`src/rtl/unpack_u32_stream.sv`:
```
// Byte-serial LEB128 decoder for unsigned 32-bit values.
// Accumulates 7-bit groups LSB-first and emits one word per encoded value.
module unpack_u32_stream (
  input  logic        clk,
  input  logic        rst,
  input  logic [7:0]  i_data,
  input  logic        i_valid,
  output logic        i_ready,
  output logic [31:0] o_data,
  output logic [2:0]  o_len,
  output logic        o_err,
  output logic        o_valid,
  input  logic        o_ready
);

  typedef enum logic {
    ACC,
    SKIP
  } state_t;

  state_t      state, state_nx;
  logic [2:0]  k, k_nx;
  logic [31:0] acc, acc_nx;
  logic [31:0] merged;
  logic [31:0] o_data_nx;
  logic [2:0]  o_len_nx;
  logic        o_err_nx;
  logic        o_valid_nx;
  logic        accept;
  logic        pop;

  // SKIP always drains input; ACC needs the one-entry output slot free or popping
  assign i_ready = (state == SKIP) || !o_valid || o_ready;
  assign accept  = i_valid && i_ready;
  assign pop     = o_valid && o_ready;

  // The fifth group only has room for four bits of a 32-bit value
  always_comb begin
    merged = acc;
    case (k)
      3'd0:    merged[6:0]   = i_data[6:0];
      3'd1:    merged[13:7]  = i_data[6:0];
      3'd2:    merged[20:14] = i_data[6:0];
      3'd3:    merged[27:21] = i_data[6:0];
      3'd4:    merged[31:28] = i_data[3:0];
      default: merged        = acc;
    endcase
  end

  always_comb begin
    state_nx   = state;
    k_nx       = k;
    acc_nx     = acc;
    o_data_nx  = o_data;
    o_len_nx   = o_len;
    o_err_nx   = o_err;
    o_valid_nx = o_valid;

    if (pop) begin
      o_valid_nx = 1'b0;
    end

    if (accept) begin
      case (state)
        ACC: begin
          if (!i_data[7]) begin
            o_data_nx  = merged;
            o_len_nx   = k + 3'd1;
            o_err_nx   = (k == 3'd4) && (i_data[6:4] != 3'd0);
            o_valid_nx = 1'b1;
            acc_nx     = 32'd0;
            k_nx       = 3'd0;
          end else if (k == 3'd4) begin
            // Overlong: report what fits, then throw away the rest of the encoding
            o_data_nx  = merged;
            o_len_nx   = 3'd5;
            o_err_nx   = 1'b1;
            o_valid_nx = 1'b1;
            acc_nx     = 32'd0;
            k_nx       = 3'd0;
            state_nx   = SKIP;
          end else begin
            acc_nx = merged;
            k_nx   = k + 3'd1;
          end
        end
        SKIP: begin
          if (!i_data[7]) begin
            state_nx = ACC;
          end
        end
        default: state_nx = ACC;
      endcase
    end
  end

  always_ff @(posedge clk) begin
    if (rst) begin
      state   <= ACC;
      k       <= 3'd0;
      acc     <= 32'd0;
      o_data  <= 32'd0;
      o_len   <= 3'd0;
      o_err   <= 1'b0;
      o_valid <= 1'b0;
    end else begin
      state   <= state_nx;
      k       <= k_nx;
      acc     <= acc_nx;
      o_data  <= o_data_nx;
      o_len   <= o_len_nx;
      o_err   <= o_err_nx;
      o_valid <= o_valid_nx;
    end
  end

endmodule

```
`config.mk`:
```
export PLATFORM = sky130hd
export DESIGN_NAME = unpack_u32_stream
export DESIGN_NICKNAME = d
export VERILOG_FILES = /design/src/rtl/unpack_u32_stream.sv
export SDC_FILE = /design/constraint.sdc
export NUM_CORES = 1
export LEC_CHECK = 0
export ABC_CLOCK_PERIOD_IN_PS = 2200
export BUFFER_PORTS_ARGS = -buffer_cell sky130_fd_sc_hd__buf_4
export CAP_MARGIN = 20
export CORE_MARGIN = 2
export CORE_UTILIZATION = 30
export DETAILED_ROUTE_END_ITERATION = 16
export GPL_ROUTABILITY_DRIVEN = 0
export GPL_TIMING_DRIVEN = 0
export PLACE_DENSITY = 0.47
export REMOVE_ABC_BUFFERS = 1
export SYNTH_ARGS = -nofsm -noshare
export SYNTH_HDL_FRONTEND = slang
export SYNTH_SLANG_ARGS = --single-unit
```
`constraint.sdc`:
```
create_clock -name clk -period 2.2 [get_ports clk]
set_clock_uncertainty 0.2 [all_clocks]
set_input_delay 0.33 -clock clk [delete_from_list [all_inputs] [get_ports clk]]
set_output_delay 0.33 -clock clk [all_outputs]
set_load 0.05 [all_outputs]
```
# == After elaboration in Yosys (flattened, before gate mapping) ==
# Cells that the tools add are included.
# word_totals
elab_cells,48
inputBits,12
register_bits,73
output_inout_bits,38
# op_classes
muxes,24
n_reduce_logical,10
add_sub_neg,1
bitwise_logic,1
eq_ne,5
# ops
operator,n
$mux 32,4
$mux 7,4
$mux 3,4
$mux 1,10
$eq 3x2->1 const B,2
$mux 4,1
$add 3x1->3 const B,1
$eq 3x1->1 const B,1
$eq 3x3->1 const B,1
$logic_and 1x1->1,3
$logic_not 3->1,1
$reduce_and 3->1,1
$reduce_bool 3->1,1
$logic_or 1x1->1,2
$ne 2x1->1 const B,1
$pmux 1 s2,1
$reduce_and 2->1,1
$logic_not 1->1,1
$not 1->1,1

# == Longest topological paths before layout ==
# Gate-level depths: netlist of the first run.
# depth
depth_word,6
mapped_depth,8
ltp_nobuf,6

# == Worst setup path before layout of the first run ==
# No wires, ideal clock.
# synth_path
path_type,register to register
start,register k[0]
end,register acc[0]
t_arrival_ns,1.532
n_path_buf,1
slack_ns,0.341
setup_ns,0.128
required_ns,1.872
path_stages_with_launch,8
synth_period_minus_slack_ns,1.859
path_cell_list,dfxtp_1 inv_1 ha_1 nor2b_1 buf_2 mux2_2 a22oi_1 nor2_1
# synth_between
elab_chain_len,4
word_cells_on_any_way,5
classes_between,eq/ne: 1; mux: 3; reduce/logical: 1
# synth_lines
item,line,text
start: declaration,22,"logic [2:0] k, k_nx;"
start signal: assignment,108,k <= k_nx;
$logic_not 3->1,40,case (k)
$mux 7,40,
$mux 32 *,73,end else if (k == 3'd4) begin
$mux 32 *,66,if (!i_data[7]) begin
end signal: assignment,109,acc <= acc_nx;
end: declaration,23,"logic [31:0] acc, acc_nx;"
# Every way passes the cells marked *; elsewhere a longest branch is shown, timed or not.
# A chain may end at the register's enable or synchronous reset.

# == Worst setup path in the final report of the first run ==
# layout_path
start,register k[0]
end,register acc[25]
# layout_between
elab_chain_len,4
word_cells_on_any_way,5
classes_between,eq/ne: 2; mux: 3
# layout_lines
item,line
$eq 3x2->1,40
$mux 7,40
$mux 32 *,73
$mux 32 *,66
# Marks and branches as above.

==> results list, run 1 <==
* Run status: finished clean
- Power density cells: 695.8 mW/mm²
- Once detail routing completed, the nets flagged for antenna violations numbered 0.
* Worst Hold Endpoint: state
* Top post-synthesis cells by count: 73 x sky130_fd_sc_hd__dfxtp_1, 64 x sky130_fd_sc_hd__nor2_1, 28 x sky130_fd_sc_hd__mux2i_1, 26 x sky130_fd_sc_hd__a22oi_1, 19 x sky130_fd_sc_hd__mux2_2
* Max-cap violations: 0
- The final hold violation count is 0.
- Startpoint kind of the worst setup timing path: flip-flop
* Max Freq: about 480 MHz
* Number of sinks driven by the clock tree: 73
- Final nets: 370
- sky130_fd_sc_hd__dfxtp_1 is the most common cell in the netlist.
* Destination of the worst register-to-register timing path: acc[25]
* Final period util: 94.09%
- TritonCTS built the clock tree.
* Launch instance of the worst min-delay path: i_valid
* Setup ws final: roughly 130 ps
* Fillers: 1018
* Cell count of the worst hold path: 3
- The via count of the first global-routing pass is around 2200.
* Share of synthesized flip-flops with an asynchronous set or reset: 0%
- IR analysis of the VDD net gives a maximum drop of 0.3004 mV.
* Total congestion overflow after global routing: 0
* Quantity of hold-fixing buffers added after cts: 0
- Share of the yosys chip area belonging to registers: between 40 and 50%
- In the final routed layout, each cell accounts on average for 14.12 µm.
* Die footprint: 0.01104 mm²
- Number of cells produced by synthesis: 309
- STA classifies the critical path endpoint as a flip-flop.
- At the worst endpoint, the required time is 2260 ps.
- Counting the buffers created by CTS gives 9.
* Post-route minimum period: 2070 ps
* Effective utilization at floorplan: a little under a third
- Die Height: 105.1 µm
* Detailed-route vias per instance: between 4 and 5
* Startpoint of the lowest-slack register-to-register path: k[0]
* Number of distinct library cell variants in the gate-level netlist after synthesis: 31
* Unrepaired setup endpoints after global routing: false
- Layout-stage area growth over the synthesis result: 22.94%
* Yosys reg bits: 73
- In this run the cell area of the synthesized design comes to 0.003065 mm².
* Type of the worst setup path: flip-flop to flip-flop
* Leakage Power: between 1 and 1.5 nW
- CTS built an H-tree with a depth of 3.
- Summed over all layers, the routed wires come to 6.920 mm.
- Number of buffers on the longest clock path: 2
- The final route contains roughly 2300 vias.
- Averaged over all synthesized cells, the footprint is just under 10 µm².
- For the worst setup path, the data arrival time is 2130 ps.
- Largest area contributor in the netlist: sky130_fd_sc_hd__dfxtp_1
* Area fraction of the dominant cell type after synthesis: a little under half
- Fraction of final layout cells sized beyond drive strength 1: 26.61%
- The min-delay analysis places its worst path in the category primary input to flip-flop.
* Total Routing Usage GR: 12.99%
- Count of flip-flops with a built-in enable after synthesis: 0
- Worst skew pair latency: 340 ps
- Number of design-rule violations left by the first detailed-router iteration: 121
* Synth top area cells: sky130_fd_sc_hd__dfxtp_1 48%, sky130_fd_sc_hd__mux2i_1 9.1%, sky130_fd_sc_hd__nor2_1 7.8%, sky130_fd_sc_hd__mux2_2 7.0%, sky130_fd_sc_hd__a22oi_1 6.4%
- OpenSTA, run right after detailed placement, puts the worst setup slack at -414.4 ps.
* Max Fanout on Critical Path: 19
- The total area inside the core boundary comes to 0.009864 mm².
* Total Negative Setup Slacks: 0 ps
* Detailed placer's ending HPWL: ~4.5 mm
- First-pass detailed-route iteration total: 4
* Headroom to the max-slew limit: approximately half
* Number of antenna violations at the first check in global routing: 0
- 0 antenna diodes ended up in the layout.
- During synthesis, Yosys emitted a total of 0 warnings.
* Top_reg_cell synth: sky130_fd_sc_hd__dfxtp_1
- During placement, the flow inserted port buffers numbering 49.
- In this run the worst setup path begins at k[0].
- Pin count of the biggest net entering global routing: 74
- Root buffer cell: sky130_fd_sc_hd__clkbuf_8
* Pin slew with the least headroom to its limit: 775.5 ps
* Register-to-register setup slack: 130 ps
- Register-to-Register Path Depth: 7
- In the routed design, unresolved DRC markers number 0.
- First-pass GRT wire length: roughly 11 mm
- Pin placement for this block handled 50 I/O pins.
- Setup violators final: 0
- Rows: 36
* Clock transition time at the flip-flop clock pins of the worst setup and hold paths: 70 ps
- The number of slew-limit violations in the final report came to 0.
- In this run the horizontal extent of the chip is approximately 110 µm.
[per-layer routing]
layer	vias to the layer above	global-route usage, %	share of wire [%]
met5	-	0	0
met4	0	4.190	1.4
met3	10	3.868	4.1
met2	42	20.73	46
met1	1043	16.79	49
li1	1160	-	-
[sequential cells by signal (all words and copies together), names as in the netlist]
signal,flops
o_data,32
state,1
o_len,3
acc,32
o_err,1
o_valid,1
k,3
[cell type report]
type                       instances  area (µm²)  area share (%)
sequential                        73        1463           38.81
tap                              133       166.4           4.416
inverter                           4       15.01          0.3984
timing repair buffer              57       503.0           13.35
multi-input combinational        208        1465           38.88
clock buffer                      15       156.4           4.150
[worst max path at each step]
stage                       to  slack [ps]  cells after the start
global route           acc[25]          10                      7
floorplan            o_data[0]       -1270                      6
detailed placement  o_data[19]        -410                      8
CTS                  o_data[0]          20                      8
finish                 acc[25]         130                      7
global placement    o_data[11]       -2360                      6
[repair_timing]
item	CTS	global route
pin swaps	2	1
resized for setup	5	4
setup buffers	3	0
endpoints found under the setup margin	64	41
[kinds of logic (layout without fill, tap and decap cells)]
kind of cell / after synthesis / in the layout / share of synthesized area, %
buf+inv: 28 / 76 / 5.918
simple gates: 102 / 102 / 15.06
mux: 52 / 52 / 17.96
flops: 73 / 73 / 47.67
fa+ha+maj: 5 / 5 / 2.041
compound gates: 49 / 49 / 11.35
[metrics by stage]
stage | utilization (%) | area [µm²] | total power, mW | cells | hold WS [ps]
finish | 38.20 | 3769 | 2.622 | 490 | 120.0
global route | 38.20 | 3769 | 2.755 | 490 | 121.2
CTS | 38.04 | 3752 | 2.668 | 490 | 109.8
detailed placement | 36.07 | 3558 | 1.757 | 472 | 243.3
global placement | 34.80 | 3433 | 1.731 | 467 | 237.9
floorplan | - | 2899 | 1.608 | 285 | 199.1
[worst max-delay path, cell delays in order (launching register included)]
cell and delay [ps]:
sky130_fd_sc_hd__dfxtp_1 420, sky130_fd_sc_hd__inv_2 90, sky130_fd_sc_hd__ha_4 200, sky130_fd_sc_hd__a21bo_1 230
sky130_fd_sc_hd__nor3_4 280, sky130_fd_sc_hd__buf_16 190, sky130_fd_sc_hd__or2b_1 240, sky130_fd_sc_hd__a21oi_1 130
[cell usage in the layout (no fill, tap or decap), types with 2 or more instances in the layout]
| master | instances |
|---|---|
| sky130_fd_sc_hd__buf_4 | 52 |
| sky130_fd_sc_hd__dfxtp_1 | 72 |
| sky130_fd_sc_hd__a21oi_1 | 9 |
| sky130_fd_sc_hd__inv_1 | 3 |
| sky130_fd_sc_hd__nand3_1 | 4 |
| sky130_fd_sc_hd__clkbuf_1 | 5 |
| sky130_fd_sc_hd__buf_8 | 2 |
| sky130_fd_sc_hd__nand2_1 | 11 |
| sky130_fd_sc_hd__clkbuf_8 | 10 |
| sky130_fd_sc_hd__a211oi_1 | 6 |
| sky130_fd_sc_hd__mux2_1 | 5 |
| sky130_fd_sc_hd__a22oi_1 | 26 |
| sky130_fd_sc_hd__nor2b_4 | 2 |
| sky130_fd_sc_hd__buf_16 | 3 |
| sky130_fd_sc_hd__mux2_2 | 19 |
| sky130_fd_sc_hd__nor3_4 | 2 |
| sky130_fd_sc_hd__ha_1 | 4 |
| sky130_fd_sc_hd__a311oi_1 | 4 |
| sky130_fd_sc_hd__nor3b_1 | 4 |
| sky130_fd_sc_hd__or3_1 | 2 |
| sky130_fd_sc_hd__or2b_1 | 2 |
| sky130_fd_sc_hd__o21ai_0 | 2 |
| sky130_fd_sc_hd__nor2b_1 | 2 |
| sky130_fd_sc_hd__nor2_1 | 64 |
| sky130_fd_sc_hd__nor3_1 | 2 |
| sky130_fd_sc_hd__nand2b_1 | 4 |
| sky130_fd_sc_hd__mux2i_1 | 28 |
[report_power, final]
part           internal (mW)  leakage (nW)  switching [mW]
Sequential              1.35         0.592          0.0166
Clock                  0.438        0.0778           0.451
Combinational          0.137         0.807           0.227
Total                   1.93          1.48           0.695
Power figures use the tool's default switching activity.
==> inputs of run 2 (changes only) <==
Settings changed: ABC_CLOCK_PERIOD_IN_PS 2200 to 1950, CTS_BUF_LIST set to sky130_fd_sc_hd__clkbuf_4 sky130_fd_sc_hd__clkbuf_8.
Clock period 2.2 ns to 1.95 ns, I/O delays scaled along.
==> run 2 against run 1 <==
Compared with the run above:
- register-to-register slack got worse by 30 ps
- die area did not move
- global-route usage rose by 0.25 points
- non-clock buffer count rose by 12
- via count rose by 3.1%
- critical path type unchanged
- critical endpoint is now acc[24]
- largest cell class unchanged
- highest routed layer unchanged
==> results list, run 2 (same netlist as run 1, synthesis figures left out) <==
- The run finished with clean final reports.
* Die Height: 105.1 µm (unchanged)
- Kind of capture point of the worst setup path: flip-flop
- The final total negative setup slack came to 0 ps (unchanged).
- The worst supply voltage drop on vdd came to 0.3712 mV (+24%).
* Most frequent standard cell in the layout excluding fill and tap cells: sky130_fd_sc_hd__dfxtp_1
* Die footprint: 0.01104 mm² (unchanged)
- The worst setup path is launched from a flip-flop.
* Number of buffers on the longest clock path: 2 (unchanged)
- The via density per instance was 4.631 (+0.64%).
- Post-route minimum period: 1855 ps (-215.1 ps)
* Total DRC errors in the routed layout: 0 (unchanged)
- Total Routing Usage GR: 13.24% (+0.25 points)
- H-tree levels: 3 (unchanged)
* Busiest layer in global routing: met2
* First-pass GRT wire length: 11.47 mm (+1.5%)
- Max Fanout on Critical Path: 26 (+7)
* First-pass detailed-route iteration total: 5 (+1)
* # diodes: 0 (unchanged)
* Routing usage on met3: 3.556% (-0.31 points)
* Arrival time of data at the critical path endpoint: 1920 ps (-210 ps)
- IO Count: 50 (unchanged)
* Final Hold Viols: 0 (unchanged)
* Max-cap violations: 0 (unchanged)
- Average wire length per cell after detail routing: 14.09 µm (-0.23%)
- The cell row count was 36 (unchanged).
- The power per unit of standard cell area is 779.4 mW/mm² (+12%).
- The total wire length is 7.073 mm (+2.2%).
- The via count of the first global-routing pass came to 2267 (+1.4%).
* Number of sinks driven by the clock tree: 73 (unchanged)
- The hold-fix buffer count after cts is 0 (unchanged).
- Type of the worst setup path: flip-flop to flip-flop
* Die Width: 105.1 µm (unchanged)
- The aggregate global routing overflow was 0 (unchanged).
- CTS tree: done
- Met2 usage in global routing: 21.38% (+0.65 points)
- The library cells used most frequently in the layout, excluding fill and tap cells, are 70 x sky130_fd_sc_hd__dfxtp_1, 64 x sky130_fd_sc_hd__nor2_1, 62 x sky130_fd_sc_hd__buf_4, 28 x sky130_fd_sc_hd__mux2i_1, 26 x sky130_fd_sc_hd__a22oi_1.
* Worst skew pair latency: 340 ps (about the same)
- Leakage Power: 1.564 nW (+5.9%)
- Area of the placeable core: 0.009864 mm² (unchanged)
- Root buffer cell: sky130_fd_sc_hd__clkbuf_8
- Setup repair after global routing left no endpoint under its margin.
- The detailed-route via count came to 2325 (+3.1%).
* Largest registers in the final layout: acc x32, o_data x32
- The clock slew at the register clock pins of the worst setup and hold paths is 70 ps (about the same).
- The initial core utilization came to 31.08% (unchanged).
- The logic depth of the worst register-to-register path was 5 (-2).
- The half-perimeter wire length of the detailed placement result is 4.498 mm (unchanged).
- Final period util: 95.12% (+1.0 points)
- Buffers added on ports: 49 (unchanged)
* Headroom to the max-slew limit: 46.97% (-1.3 points)
- Pin count of the biggest net entering global routing: 74 (unchanged)
- The fraction of layout cells with a size suffix above 1 is 31.71% (+5.1 points).
- The total setup violations reported at the end of the flow is 0 (unchanged).
* Number of design-rule violations left by the first detailed-router iteration: 129 (+6.6%)
- Hold/Removal Path Class: primary input to flip-flop
- Final ANT Viol Nets: 0 (unchanged)
- The net count reported at finish came to 382 (+3.2%).
- The met1 track demand over resource came to 17.25% (+0.46 points).
* Cell count of the worst hold path: 3 (unchanged)
- The data required time at the worst endpoint came to 2010 ps (-250 ps).
* Number of antenna violations at the first check in global routing: 0 (unchanged)
- The maximum frequency from static timing analysis came to 539.1 MHz (+12%).
* Pin slew with the least headroom to its limit: 795.5 ps (+19.99 ps)
- Layout-stage area growth over the synthesis result: 28.33%
* Clock buffer count from CTS: 9 (unchanged)
* Final count of pins violating max slew: 0 (unchanged)
- The total power consumption of the routed design is 3.066 mW (+17%).
-- run 2: what timing repair did --
item / in CTS / in global routing
pin swaps: 3 / 2
setup endpoints to repair: 70 / 46
gates resized for setup: 14 / 6
buffers inserted: 11 / 4
cloned: 0 / 0
endpoints found under the hold margin: 0 / 0
-- run 2: metrics by stage --
stage	worst slack, ps	area [µm²]	util, %	hold WS (ps)	std cells
3_3_place_gp	-2611	3433	34.80	237.9	467
3_5_place_dp	-664.4	3558	36.07	243.3	472
6_report	95.11	3934	39.88	82.59	502
2_1_floorplan	-1515	2899	-	161.6	285
5_1_grt	2.078	3934	39.88	81.95	502
4_1_cts	12.95	3870	39.23	72.26	498
-- run 2: cell type report --
| type | instances | area, µm² |
|---|---|---|
| fillers | 1015 | 5931 |
| well taps | 133 | 166.4 |
| inverters | 4 | 17.52 |
| clock buffers | 15 | 175.2 |
| repair buffers | 69 | 620.6 |
| multi-input cells | 208 | 1486 |
| flip-flops and latches | 73 | 1468 |
-- run 2: final timing paths --
path,startpoint,end,slack [ps]
setup / recovery,state,acc[24],100
hold / removal,i_valid,state,80
setup reg to reg,state,acc[24],100
hold reg to reg,acc[26],acc[26],250
-- run 2: worst max-delay path, stage by stage, from the launching register on --
cell	delay, ps
sky130_fd_sc_hd__dfxtp_1	330
sky130_fd_sc_hd__nor2b_1	150
sky130_fd_sc_hd__nand2_1	290
sky130_fd_sc_hd__buf_16	280
sky130_fd_sc_hd__or3_1	370
sky130_fd_sc_hd__a21oi_1	150
-- run 2: routing by layer --
| metal | part of all wire, % | up-vias |
|---|---|---|
| met2 | 47 | 54 |
| met1 | 48 | 1077 |
| met5 | 0 | - |
| met4 | 0.88 | 0 |
| met3 | 4.5 | 5 |
| li1 | - | 1189 |
-- run 2: power breakdown --
part | leakage, nW | total (mW) | switching (mW) | internal [mW]
sequential | 0.593 | 1.54 | 0.0193 | 1.52
clock | 0.0949 | 1.08 | 0.518 | 0.563
combinational | 0.876 | 0.440 | 0.262 | 0.178
==> inputs of run 3 (changes only) <==
Settings changed: BUFFER_PORTS_ARGS -buffer_cell sky130_fd_sc_hd__buf_4 to not set, DONT_BUFFER_PORTS set to 1, PLACE_DENSITY 0.47 to 0.43.
==> run 3 against run 2 <==
Compared with the run above:
- the run now ends with hold timing left
- first-iteration DRC count is 33% lower
- sequential power is 6% higher
- count of clock-buffer cells in the layout shrank 6
- final cell count shrank 9.6%
- clock power grew 21%
- critical path depth fell by 3
- critical endpoint is now i_ready
==> results list, run 3 (same netlist as run 1, synthesis figures left out) <==
- Run status: finished with violations
- The checks that failed: hold timing.
- Launch point of the critical path: o_valid
- H-tree levels: 3 (unchanged)
- Commonest cells after routing, fill and taps aside: 69 x sky130_fd_sc_hd__dfxtp_1, 64 x sky130_fd_sc_hd__nor2_1, 28 x sky130_fd_sc_hd__mux2i_1, 26 x sky130_fd_sc_hd__a22oi_1, 19 x sky130_fd_sc_hd__mux2_2
- Total Routing Usage GR: 13.77% (+0.53 points)
* # diodes: 0 (unchanged)
- Category of cells accounting for the largest share of critical-path delay: flip-flops
- Number of sinks driven by the clock tree: 73 (unchanged)
- Most frequent standard cell in the layout excluding fill and tap cells: sky130_fd_sc_hd__dfxtp_1
- Kind of capture point of the worst setup path: output port
- The height of the die came to 105.1 µm (unchanged).
* Hold/Removal Path Class: primary input to flip-flop
- Root buffer cell: sky130_fd_sc_hd__clkbuf_8
- The aggregate global routing overflow is 0 (unchanged).
* Register-to-Register Path Depth: 8 (+3)
- Max-cap violations: 0 (unchanged)
* Stage delay of the slowest cell on the critical path: 510 ps (+140 ps)
* Max Fanout on Critical Path: 6 (-77%)
* First-pass detailed-route iteration total: 6 (+1)
- Setup violators final: 0 (unchanged)
- Final nets: 333 (-13%)
* Arrival time of data at the critical path endpoint: 1340 ps (-580 ps)
* Slowest-stage cell, CP: sky130_fd_sc_hd__dfxtp_2
- The maximum number of pins on one net before global-route repair was 74 (unchanged).
* Number of buffers on the longest clock path: 2 (unchanged)
- The data required time at the worst endpoint is 1460 ps (-550 ps).
- Placed cell areas: 0.003203 mm² (-10%)
* Fraction of final layout cells sized beyond drive strength 1: 21.50% (-10 points)
* Rows: 36 (unchanged)
- Post-route minimum period: 1835 ps (-19.53 ps)
* Aggregate routed wire length: 7.154 mm (+1.1%)
* Area of the placeable core: 0.009864 mm² (unchanged)
- The reported leakage power is 1.337 nW (-14%).
* Vias in the first global route: 2179 (-3.9%)
* Total via count after detailed routing: 2162 (-7.0%)
- The residual antenna-violating net count after detailed routing was 0 (unchanged).
- The number of slew-limit violations in the final report is 0 (unchanged).
- The worst setup path is launched from a flip-flop.
- Setup ws final: 114.6 ps (+19.53 ps)
* Worst skew pair latency: 340 ps (about the same)
- Pin slew with the least headroom to its limit: 543.6 ps (-251.8 ps)
- The worst register-to-register path begins at k[1].
- The final hold violation count came to 73 (+73).
- Final period util: 94.12% (-1.0 points)
- The pre-CTS setup slack is -640.9 ps (+23.54 ps).
- The slack of the worst reg-to-reg path is 140 ps (+40 ps).
- The clock slew at the register clock pins of the worst setup and hold paths is 80 ps (about the same).
- Worst path buffer plus inverter count: 0 (-1)
* First-pass GRT wire length: 11.70 mm (+1.9%)
- Effective utilization at floorplan: 31.08% (unchanged)
- The total number of cells along the worst setup path was 2 (-3).
* Layout Cell Area excl Fill: 0.003646 mm² (-7.3%)
* Worst supply voltage drop on vdd: 0.4548 mV (+23%)
- Power density cells: 884.0 mW/mm² (+13%)
* Die footprint: 0.01104 mm² (unchanged)
- The endpoint identified for the worst register-to-register timing path is o_len[0].
- The most critical setup path has its endpoint at i_ready.
- Critical-path cell list: and2b_4, nand2b_2
* Detailed placer's ending HPWL: 4.541 mm (+0.94%)
- Max Freq: 544.9 MHz (+1.1%)
* Type of the worst setup path: flip-flop to output port
* Number of design-rule violations left by the first detailed-router iteration: 87 (-33%)
* Number of antenna violations at the first check in global routing: 0 (unchanged)
* Detailed-route vias per instance: 4.762 (+2.8%)
- Compared with the post-synthesis result, the final layout area differs by 18.94%.
- Headroom to the max-slew limit: 63.71% (+17 points)
- Total Negative Setup Slacks: 0 ps (unchanged)
- Hold slack final: -183.4 ps (-266.0 ps)
- Total DRC errors in the routed layout: 0 (unchanged)
* Die Width: 105.1 µm (unchanged)
- The number of top-level design ports was 50 (unchanged).
* Largest registers in the final layout: acc x32, o_data x32
- Buffers added on ports: 0 (-100%)
* Clock buffer count from CTS: 9 (unchanged)
* Average wire length per cell after detail routing: 15.76 µm (+12%)
- CTS tree: done
==> run 3: cell count changes in the layout (fill, tap and decap cells not counted), moves of 2 or more <==
cell and change:
sky130_fd_sc_hd__buf_12 +2, sky130_fd_sc_hd__buf_16 +2, sky130_fd_sc_hd__buf_4 -53, sky130_fd_sc_hd__bufinv_16 +2
sky130_fd_sc_hd__clkbuf_4 -5, sky130_fd_sc_hd__clkinv_2 +2, sky130_fd_sc_hd__clkinv_4 +2, sky130_fd_sc_hd__dfxtp_2 +2
==> run 3: power breakdown <==
group          total [mW]  internal (mW)  switching (mW)
Clock                1.31          0.720           0.594
Sequential           1.64           1.53           0.110
Combinational       0.273          0.145           0.128
Total                3.22           2.39           0.833
==> run 3: how the worst min path moves through the flow <==
| stage | from | endpoint | slack, ps | cells after the start |
|---|---|---|---|---|
| finish | rst | o_data[30] | -180 | 1 |
| global route | rst | o_valid | -210 | 1 |
| CTS | rst | o_data[28] | -210 | 1 |
| detailed placement | rst | o_data[28] | 180 | 1 |
| global placement | rst | o_data[31] | 180 | 1 |
| floorplan | rst | acc[24] | 160 | 1 |
==> run 3: through the flow <==
| step | hold WS, ps | utilization (%) | power [mW] | cells |
|---|---|---|---|---|
| after detailed placement | 176.3 | 32.47 | 1.897 | 423 |
| final | -183.4 | 36.96 | 3.223 | 454 |
| after global routing | -211.9 | 36.96 | 3.376 | 454 |
| after global placement | 175.5 | 31.08 | 1.863 | 418 |
| after floorplan | 161.6 | - | 1.814 | 285 |
| after CTS | -206.9 | 35.91 | 3.265 | 446 |
==> run 3: layer usage <==
layer / global-route usage [%] / vias up / part of all wire, %
li1: - / 1087 / -
met1: 17.71 / 1020 / 47
met2: 21.80 / 46 / 46
met3: 4.367 / 9 / 5.7
met4: 4.571 / 0 / 1.4
met5: 0 / - / 0
==> run 3: timing repair <==
action                                  in CTS  in global routing
endpoints found under the setup margin      71                 66
pin swaps                                    2                  2
gates resized for setup                     13                  3
gates cloned                                 0                  0
endpoints found under the hold margin       73                 73
buffers inserted                             7                  8
==> run 3: final cells by class <==
class | count | area [µm²]
multi-input cells | 208 | 1475
inverters | 4 | 15.01
clock inverters | 7 | 95.09
repair buffers | 20 | 304.0
flip-flops and latches | 73 | 1466
clock buffers | 9 | 123.9
well taps | 133 | 166.4
fillers | 1000 | 6218
